File: src/rtl/udp_sched_pkg.sv
// Shared state encoding and length constants for the UDP transmit scheduler.
// The default UDP length covers the 8-byte header plus the 20-byte boot message.
package udp_sched_pkg;

  typedef enum logic [1:0] {
    BOOT,
    IDLE,
    REQ,
    WAIT
  } sched_state_t;

  localparam int unsigned IP_HDR_LEN      = 20;
  localparam int unsigned UDP_HDR_LEN     = 8;
  localparam int unsigned BOOT_MSG_BYTES  = 20;
  localparam int unsigned DEFAULT_UDP_LEN = UDP_HDR_LEN + BOOT_MSG_BYTES;
  localparam int unsigned DEFAULT_IP_LEN  = DEFAULT_UDP_LEN + IP_HDR_LEN;

endpackage

File: src/rtl/beacon_timer.sv
// Free-running period counter emitting a one-cycle tick on the last count of each period.
// A period of 0 removes the counter and never ticks.
module beacon_timer #(
  parameter int unsigned PERIOD = 125000000
) (
  input  logic clk,
  input  logic reset,
  output logic tick
);

  if (PERIOD == 0) begin : g_off
    assign tick = 1'b0;
  end else begin : g_on
    localparam int unsigned   CW   = (PERIOD > 1) ? $clog2(PERIOD) : 1;
    localparam logic [CW-1:0] LAST = CW'(PERIOD - 1);

    logic [CW-1:0] count;

    always_ff @(posedge clk) begin
      if (reset) begin
        count <= '0;
      end else if (count == LAST) begin
        count <= '0;
      end else begin
        count <= count + 1'b1;
      end
    end

    assign tick = (count == LAST);
  end

endmodule

File: src/rtl/udp_tx_scheduler.sv
// Owns the payload RAM write port (boot preload plus rx pass-through) and sequences
// beacon and echo transmit requests to the UDP engine.
module udp_tx_scheduler
  import udp_sched_pkg::*;
#(
  parameter int unsigned AW            = 9,
  parameter int unsigned DW            = 32,
  parameter int unsigned BOOT_WORDS    = 5,
  parameter int unsigned BOOT_BASE     = 1,
  parameter int unsigned BEACON_PERIOD = 125000000,
  parameter int unsigned DEF_UDP_LEN   = udp_sched_pkg::DEFAULT_UDP_LEN,
  parameter int unsigned DEF_IP_LEN    = DEF_UDP_LEN + udp_sched_pkg::IP_HDR_LEN
) (
  input  logic          clk,
  input  logic          reset,
  output logic [AW-1:0] boot_addr_o,
  input  logic [DW-1:0] boot_data_i,
  input  logic          rx_wr_en_i,
  input  logic [AW-1:0] rx_wr_addr_i,
  input  logic [DW-1:0] rx_wr_data_i,
  input  logic          rx_done_i,
  input  logic [15:0]   rx_data_len_i,
  input  logic [15:0]   rx_total_len_i,
  output logic          ram_we_o,
  output logic [AW-1:0] ram_addr_o,
  output logic [DW-1:0] ram_din_o,
  output logic          tx_req_o,
  input  logic          tx_ack_i,
  input  logic          tx_busy_i,
  output logic [15:0]   tx_data_len_o,
  output logic [15:0]   tx_total_len_o,
  output logic          boot_done_o,
  output logic          echo_o
);

  localparam logic [AW-1:0] BASE_ADDR = AW'(BOOT_BASE);
  localparam logic [AW-1:0] LAST_K    = AW'(BOOT_WORDS - 1);
  localparam logic [15:0]   DEF_UDP   = 16'(DEF_UDP_LEN);
  localparam logic [15:0]   DEF_IP    = 16'(DEF_IP_LEN);

  sched_state_t  state, state_next;
  logic [AW-1:0] boot_k;
  logic          echo_pend, beacon_pend, wait_armed;
  logic [15:0]   rx_data_len_q, rx_total_len_q;
  logic          beacon_tick, boot_wr, take_echo, take_beacon;

  beacon_timer #(
    .PERIOD(BEACON_PERIOD)
  ) u_beacon_timer (
    .clk  (clk),
    .reset(reset),
    .tick (beacon_tick)
  );

  assign boot_addr_o = boot_k;

  always_ff @(posedge clk) begin
    if (reset) begin
      state <= BOOT;
    end else begin
      state <= state_next;
    end
  end

  // An rx write steals the port, so the boot word is simply retried next cycle.
  always_comb begin
    state_next  = state;
    boot_wr     = 1'b0;
    take_echo   = 1'b0;
    take_beacon = 1'b0;
    unique case (state)
      BOOT: begin
        if (BOOT_WORDS == 0) begin
          state_next = IDLE;
        end else if (!rx_wr_en_i) begin
          boot_wr = 1'b1;
          if (boot_k == LAST_K) state_next = IDLE;
        end
      end
      IDLE: begin
        if (echo_pend) begin
          take_echo  = 1'b1;
          state_next = REQ;
        end else if (beacon_pend) begin
          take_beacon = 1'b1;
          state_next  = REQ;
        end
      end
      REQ:  if (tx_ack_i) state_next = WAIT;
      WAIT: if (wait_armed && !tx_busy_i) state_next = IDLE;
      default: state_next = BOOT;
    endcase
  end

  always_ff @(posedge clk) begin
    if (reset) begin
      boot_k         <= '0;
      wait_armed     <= 1'b0;
      echo_pend      <= 1'b0;
      beacon_pend    <= 1'b0;
      rx_data_len_q  <= '0;
      rx_total_len_q <= '0;
      ram_we_o       <= 1'b0;
      ram_addr_o     <= '0;
      ram_din_o      <= '0;
      tx_req_o       <= 1'b0;
      tx_data_len_o  <= DEF_UDP;
      tx_total_len_o <= DEF_IP;
      boot_done_o    <= 1'b0;
      echo_o         <= 1'b0;
    end else begin
      wait_armed <= (state == WAIT);
      if (boot_wr) boot_k <= boot_k + 1'b1;

      ram_we_o <= rx_wr_en_i | boot_wr;
      if (rx_wr_en_i) begin
        ram_addr_o <= rx_wr_addr_i;
        ram_din_o  <= rx_wr_data_i;
      end else if (boot_wr) begin
        ram_addr_o <= BASE_ADDR + boot_k;
        ram_din_o  <= boot_data_i;
      end

      if (state == BOOT && state_next == IDLE) boot_done_o <= 1'b1;

      // A fresh rx_done re-arms the echo even on the cycle an older one is taken.
      if (rx_done_i) begin
        echo_pend      <= 1'b1;
        rx_data_len_q  <= rx_data_len_i;
        rx_total_len_q <= rx_total_len_i;
      end else if (take_echo) begin
        echo_pend <= 1'b0;
      end

      if (beacon_tick) begin
        beacon_pend <= 1'b1;
      end else if (take_beacon) begin
        beacon_pend <= 1'b0;
      end

      tx_req_o <= (state_next == REQ);
      if (take_echo) begin
        tx_data_len_o  <= rx_data_len_q;
        tx_total_len_o <= rx_total_len_q;
        echo_o         <= 1'b1;
      end else if (take_beacon) begin
        tx_data_len_o  <= DEF_UDP;
        tx_total_len_o <= DEF_IP;
        echo_o         <= 1'b0;
      end
    end
  end

endmodule

File: config.mk
export PLATFORM = sky130hd
export DESIGN_NAME = udp_tx_scheduler
export DESIGN_NICKNAME = d
export VERILOG_FILES = /design/src/rtl/udp_sched_pkg.sv /design/src/rtl/beacon_timer.sv /design/src/rtl/udp_tx_scheduler.sv
export SDC_FILE = /design/constraint.sdc
export NUM_CORES = 1
export LEC_CHECK = 0
export CORE_ASPECT_RATIO = 0.5
export CORE_UTILIZATION = 30
export DETAILED_ROUTE_END_ITERATION = 6
export HOLD_SLACK_MARGIN = 0.08
export PLACE_DENSITY = 0.66
export SLEW_MARGIN = 20
export SYNTH_ARGS = -nofsm -noshare
export SYNTH_HDL_FRONTEND = slang
export SYNTH_HIERARCHICAL = 1
export SYNTH_SLANG_ARGS = --single-unit
File: constraint.sdc
create_clock -name clk -period 1.95 [get_ports clk]
set_input_delay 0.195 -clock clk [delete_from_list [all_inputs] [get_ports clk]]
set_output_delay 0.195 -clock clk [all_outputs]
set_load 0.05 [all_outputs]
==> results of run 1 <==
-- synthesized netlist by cell type (all sizes together), types with 2 or more instances --
| cell type | n |
|---|---|
| a211o | 2 |
| a211oi | 34 |
| a21oi | 56 |
| a2bb2oi | 2 |
| a311oi | 2 |
| and2 | 5 |
| and3 | 6 |
| and4 | 5 |
| buf | 28 |
| clkbuf | 22 |
| dfxtp | 150 |
| ha | 3 |
| inv | 13 |
| mux2i | 66 |
| nand2 | 48 |
| nand2b | 4 |
| nand3 | 15 |
| nand4 | 13 |
| nor2 | 95 |
| nor2b | 5 |
| nor3 | 4 |
| nor4 | 3 |
| nor4b | 3 |
| o211ai | 6 |
| o21a | 2 |
| o21ai | 49 |
| o21bai | 2 |
| o311ai | 2 |
| o31ai | 8 |
| or2 | 3 |
| or3 | 10 |
| or4 | 6 |
| or4b | 2 |
| xnor2 | 5 |
| xor2 | 10 |
-- cells by family after synthesis --
group | after synthesis
buffers and inverters | 63
XOR/XNOR | 15
multiplexers | 66
AND/OR/NAND/NOR | 233
flip-flops | 150
AO/OA/AOI/OAI | 169
adder cells (fa/ha/maj) | 3
-- final cells by class --
class	count	area share
Multi-Input combinational cell	486	0.334
Tap cell	273	0.0371
Sequential cell	150	0.326
Inverter	13	0.00530
Clock inverter	12	0.0154
Clock buffer	20	0.0496
Timing Repair Buffer	213	0.233
-- metal layers --
layer,up-vias,global-route usage,part of all wire
met5,-,0,0
met4,0,0.0402,0.011
met3,14,0.0322,0.032
met2,97,0.283,0.51
met1,2662,0.189,0.45
li1,2860,-,-
-- report_power, final --
part / switching [mW] / internal [mW]
clock network: 1.33 / 1.98
logic: 0.498 / 0.444
registers: 0.0664 / 3.18
-- per-stage QoR --
step	std cells	area (um^2)	hold slack, ns	util	total power [mW]
detailed placement	1134	8600	0.446	0.416	4.25
global placement	1134	8600	0.433	0.416	4.24
global route	1167	9200	0.137	0.446	7.79
CTS	1167	9200	0.111	0.446	7.60
floorplan	699	6350	0.340	-	3.81
finish	1167	9200	0.128	0.446	7.49
-- worst paths after layout --
kind	start	end
worst max-delay path	boot_addr_o[5]$_SDFFE_PP0P_	boot_addr_o[5]
worst min-delay path	rx_wr_en_i	ram_addr_o[2]$_SDFFE_PP0P_
worst max register to register	u_beacon_timer/g_on.count[2]$_SDFF_PP0_	u_beacon_timer/g_on.count[23]$_SDFF_PP0_
worst min register to register	rx_data_len_q[12]$_SDFFE_PP0P_	tx_data_len_o[12]$_SDFFE_PP0P_
-- flip-flops by register name (all words and copies together), names as in the netlist --
name / cells
beacon_pend: 1
boot_addr_o: 9
boot_done_o: 1
echo_o: 1
echo_pend: 1
ram_addr_o: 9
ram_din_o: 32
ram_we_o: 1
rx_data_len_q: 16
rx_total_len_q: 16
state: 2
tx_data_len_o: 16
tx_req_o: 1
tx_total_len_o: 16
u_beacon_timer/g_on.count: 27
wait_armed: 1
-- repair_timing --
item / CTS / global route
hold endpoints to repair: 1 / 0
gates resized for setup: 4 / 1
endpoints found under the setup margin: 4 / 1
hold buffers: 1 / 0
==> flow_metrics.env, run 1 <==
export IMPL_n_fill_cell=1953
export IMPL_synthFlopType="dfxtp_1"
export IMPL_track_usage=0.157
export IMPL_initial_core_util=0.308
export IMPL_final_max_slew_viol_count=0
export IMPL_synth_cells=699
export IMPL_min_path_cells=3
export IMPL_yosysSeqAreaShare=0.473
export IMPL_cts_tree="yes"
export IMPL_synth_simple_area_share=0.188
export IMPL_area_growth_pct=44.8
export IMPL_crit_chain="clkdlybuf4s50_1"
export IMPL_synthXorXnorAreaFrac=0.0207
export IMPL_setup_viol=0
export IMPL_htreeDepth=4
export IMPL_design_core_area_um2=20600
export IMPL_num_rows=37
export IMPL_syn_nets=813
export IMPL_cp_depth=1
export IMPL_fin_crit_sh=0.960
export IMPL_start_kind="register"
export IMPL_numCtsBuffers=17
export IMPL_status="complete, no violations"
export IMPL_required_ns=1.75
export IMPL_cp_slowest_stage_delay_ns=0.84
export IMPL_first_global_vias=5457
export IMPL_path_clk_slew_ns=0.07
export IMPL_slew_headroom=0.584
export IMPL_critical_path_class="reg2out"
export IMPL_hp_class="in2reg"
export IMPL_synth_top_family_by_area="simple AND/OR/NAND/NOR gates"
export IMPL_postRouteAntennaNets=0
export IMPL_synth_compound_area_frac=0.163
export IMPL_fin_nets=995
export IMPL_ys_warn_count=6
export IMPL_drive_gt1_frac=0.0761
export IMPL_syn_area_per_cell_um2=9.09
export IMPL_synth_area_um2=6350
export IMPL_period_needed_ns=1.87
export IMPL_cts_sinks=150
export IMPL_clockBufferDepth=2
export IMPL_drc=0
export IMPL_setup_tns_ns=0
export IMPL_vias_per_cell=4.83
export IMPL_arrival_ns=1.68
export IMPL_cts_setup_buffers=0
export IMPL_gp_congestion=0.830
export IMPL_rsz0062_at_grt="no"
export IMPL_multiInputGateArea_um2=3070
export IMPL_synth_adder_area_share=0.00591
export IMPL_grt_overflow=0
export IMPL_dp_hpwl_mm=12.3
export IMPL_layout_common_cells="188 x clkdlybuf4s50_1, 150 x dfxtp_1, 95 x nor2_1"
export IMPL_vias=5633
export IMPL_io_buffers=196
export IMPL_diodes=0
export IMPL_leakage_nw=3.54
export IMPL_async_reset_ff_frac=0
export IMPL_r2r_slack_ns=0.21
export IMPL_synth_area_leaders="dfxtp_1 47%, mux2i_1 10%, nor2_1 5.6%"
export IMPL_reg2reg_depth=4
export IMPL_end_kind="output pin"
export IMPL_worst_pin_slew_ns=0.623
export IMPL_synth_cell_types=58
export IMPL_crit_fanout=6
export IMPL_mostFrequentLayoutCell="clkdlybuf4s50_1"
export IMPL_synthMuxAreaShare=0.104
export IMPL_max_cap_violations=0
export IMPL_finClkSkew_ns=0.0108
export IMPL_wl_per_cell_um=14.8
export IMPL_critPathTopFamily="buffers and inverters"
export IMPL_drt_iter0_drc=288
export IMPL_max_freq_mhz=534
export IMPL_clock_latency_ns=0.42
export IMPL_power_density_nw_per_um2=814
export IMPL_wirelength_mm=17.3
export IMPL_grt_max_degree=71
export IMPL_cts_root_buf="clkbuf_16"
export IMPL_slowest_stage="clkdlybuf4s50_1"
export IMPL_synth_seq_cells=150
export IMPL_synth_top_cell_by_area="dfxtp_1"
export IMPL_die_width_um=208
export IMPL_antenna_found_initial=0
export IMPL_seq_area_um2=3000
export IMPL_first_pass_iters=7
export IMPL_ir_drop_uv=602
export IMPL_yosysTopAreaCellShare=0.473
export IMPL_fin_ws_ns=0.0775
export IMPL_path_buf_inv=1
export IMPL_grt_pass1_wl_mm=27.7
export IMPL_final_hold_violation_count=0
export IMPL_place_ws_ns=0.227
export IMPL_synth_edf_count=0
export IMPL_fp_dieArea_um2=21800
export IMPL_die_h_um=105
export IMPL_io_pin_count=197
(Power assumes the default switching activity.)
==> run 2, diff against run 1 <==
- DONT_BUFFER_PORTS: unset -> 1
- PLACE_DENSITY: 0.66 -> 0.54
==> flow_metrics.env, run 2 (synthesized netlist as in run 1, its figures left out) <==
export IMPL_grt_max_degree=92
export IMPL_design_core_area_um2=20600
export IMPL_power_internal_mw=5.62
export IMPL_ir_drop_uv=535
export IMPL_critical_path_class="reg2reg"
export IMPL_multiInputGateArea_um2=3080
export IMPL_grt_use_met3=0.0337
export IMPL_end_kind="register"
export IMPL_setup_viol=0
export IMPL_worst_pin_slew_ns=0.585
export IMPL_grt_use_met2=0.278
export IMPL_worstSetupStartpoint="state[1]$_SDFF_PP0_"
export IMPL_seq_area_um2=3010
export IMPL_fin_nets=938
export IMPL_cp_slowest_stage_delay_ns=0.56
export IMPL_initial_core_util=0.308
export IMPL_dp_hpwl_mm=10.4
export IMPL_fp_dieArea_um2=21800
export IMPL_die_width_um=208
export IMPL_drt_iter0_drc=324
export IMPL_cts_root_buf="clkbuf_16"
export IMPL_hp_class="in2reg"
export IMPL_endpoint="ram_addr_o[0]$_SDFFE_PP0P_"
export IMPL_status="complete, no violations"
export IMPL_die_h_um=105
export IMPL_slowest_stage="dlygate4sd3_1"
export IMPL_grt_overflow=0
export IMPL_first_global_vias=5397
export IMPL_final_max_slew_viol_count=0
export IMPL_r2r_start="state[1]$_SDFF_PP0_"
export IMPL_r2r_slack_ns=0.09
export IMPL_leakage_nw=3.44
export IMPL_arrival_ns=2.16
export IMPL_crit_chain="buf_4, or3b_2, o211ai_1, a21oi_1, dlygate4sd3_1"
export IMPL_antenna_found_initial=0
export IMPL_power_density_nw_per_um2=874
export IMPL_setup_tns_ns=0
export IMPL_cts_sinks=150
export IMPL_wirelength_mm=17.5
export IMPL_postRouteAntennaNets=0
export IMPL_vias=5544
export IMPL_final_hold_violation_count=0
export IMPL_gp_congestion=0.820
export IMPL_reg2reg_depth=5
export IMPL_placed_area_um2=6760
export IMPL_area_growth_pct=36.2
export IMPL_max_freq_mhz=537
export IMPL_required_ns=2.25
export IMPL_period_needed_ns=1.86
export IMPL_rsz0062_at_grt="no"
export IMPL_reg_largest_list="ram_din_o: 32 flops, u_beacon_timer/g_on.count: 27 flops"
export IMPL_slew_headroom=0.610
export IMPL_comb_power_share=0.085
export IMPL_p_switching_mw=1.95
export IMPL_largest_register="ram_din_o"
export IMPL_track_usage=0.159
export IMPL_vias_per_cell=4.99
export IMPL_clockBufferDepth=2
export IMPL_first_pass_iters=5
export IMPL_fin_crit_sh=0.956
export IMPL_place_inst=956
export IMPL_switching_share=0.258
export IMPL_path_clk_slew_ns=0.06
export IMPL_clock_latency_ns=0.42
export IMPL_io_buffers=0
export IMPL_use_met1=0.197
export IMPL_cts_tree="yes"
export IMPL_finClkSkew_ns=0.0106
export IMPL_place_ws_ns=0.165
export IMPL_start_kind="register"
export IMPL_layout_common_cells="148 x dfxtp_1, 118 x dlygate4sd3_1, 94 x nor2_1"
export IMPL_n_fill_cell=1988
export IMPL_fin_area_um2=8650
export IMPL_fin_ws_ns=0.0863
export IMPL_max_cap_violations=0
export IMPL_p_seq_frac=0.453
export IMPL_p_total_mw=7.57
export IMPL_wl_per_cell_um=15.7
export IMPL_largest_reg_flops=32
export IMPL_power_share_clock=0.462
export IMPL_htreeDepth=4
export IMPL_grt_pass1_wl_mm=28.2
export IMPL_mostFrequentLayoutCell="dfxtp_1"
export IMPL_drc=0
export IMPL_r2r_end="ram_addr_o[0]$_SDFFE_PP0P_"
export IMPL_layoutNonFillerInstCount=1110
export IMPL_num_rows=37
export IMPL_io_pin_count=197
export IMPL_numCtsBuffers=17
export IMPL_grt_busiest_layer="met2"
export IMPL_crit_fanout=10
export IMPL_drive_gt1_frac=0.111
export IMPL_diodes=0
==> run 2: cell count changes in the layout (fill, tap and decap cells not counted), moves of 4 or more <==
cell	delta
buf_4	+20
dlygate4sd3_1	+117
clkdlybuf4s50_1	-188
inv_8	+4
dlygate4sd2_1	-4
==> run 2: worst max-delay path: cells and delay by family (launching register included) <==
kind / cells / cell delay (ns)
flip-flops: 1 / 0.35
AND/OR/NAND/NOR: 1 / 0.47
buffers and inverters: 2 / 0.74
AO/OA/AOI/OAI: 2 / 0.20
==> run 2: timing repair <==
item                       in CTS  in global routing
setup endpoints to repair       0                  4
buffers inserted                0                  2
gates resized for setup         0                  5
hold endpoints to repair      117                  0
hold buffers                  120                  0
==> run 2: stage by stage <==
stage                     utilization  hold WS, ns
final                           0.419       0.0886
after global routing            0.419       0.0865
after CTS                       0.417       0.0805
after detailed placement        0.327        0.277
after global placement          0.327        0.279
after floorplan                     -        0.340
==> run 2: final cells by class <==
class	count	area share
well taps	273	0.0395
clock inverters	15	0.0236
flip-flops and latches	150	0.347
multi-input cells	486	0.356
inverters	13	0.00564
clock buffers	17	0.0492
repair buffers	156	0.179
==> run 2: power groups by stage <==
stage          logic, mW  registers [mW]  clock network [mW]
4_1_cts            0.623            3.42                3.59
5_1_grt            0.694            3.44                3.72
3_5_place_dp       0.351            3.49                   0
6_report           0.642            3.43                3.50
3_3_place_gp       0.344            3.49                   0
2_1_floorplan      0.288            3.52                   0
==> run 2: worst min-delay path by stage <==
| stage | from | end | slack [ns] | cells past startpoint |
|---|---|---|---|---|
| floorplan | rx_wr_addr_i[0] | ram_addr_o[0]$_SDFFE_PP0P_ | 0.34 | 2 |
| detailed placement | reset | boot_addr_o[3]$_SDFFE_PP0P_ | 0.28 | 1 |
| global placement | reset | boot_addr_o[3]$_SDFFE_PP0P_ | 0.28 | 1 |
| global route | rx_wr_data_i[2] | ram_din_o[2]$_SDFFE_PP0P_ | 0.09 | 2 |
| CTS | rx_wr_data_i[8] | ram_din_o[8]$_SDFFE_PP0P_ | 0.08 | 2 |
| finish | rx_wr_data_i[2] | ram_din_o[2]$_SDFFE_PP0P_ | 0.09 | 2 |
==> run 2: layer usage <==
| layer | part of all wire | wire [um] |
|---|---|---|
| met4 | 0.010 | 181 |
| met1 | 0.46 | 8050 |
| met3 | 0.033 | 569 |
| met2 | 0.50 | 8670 |
| met5 | 0 | 0 |
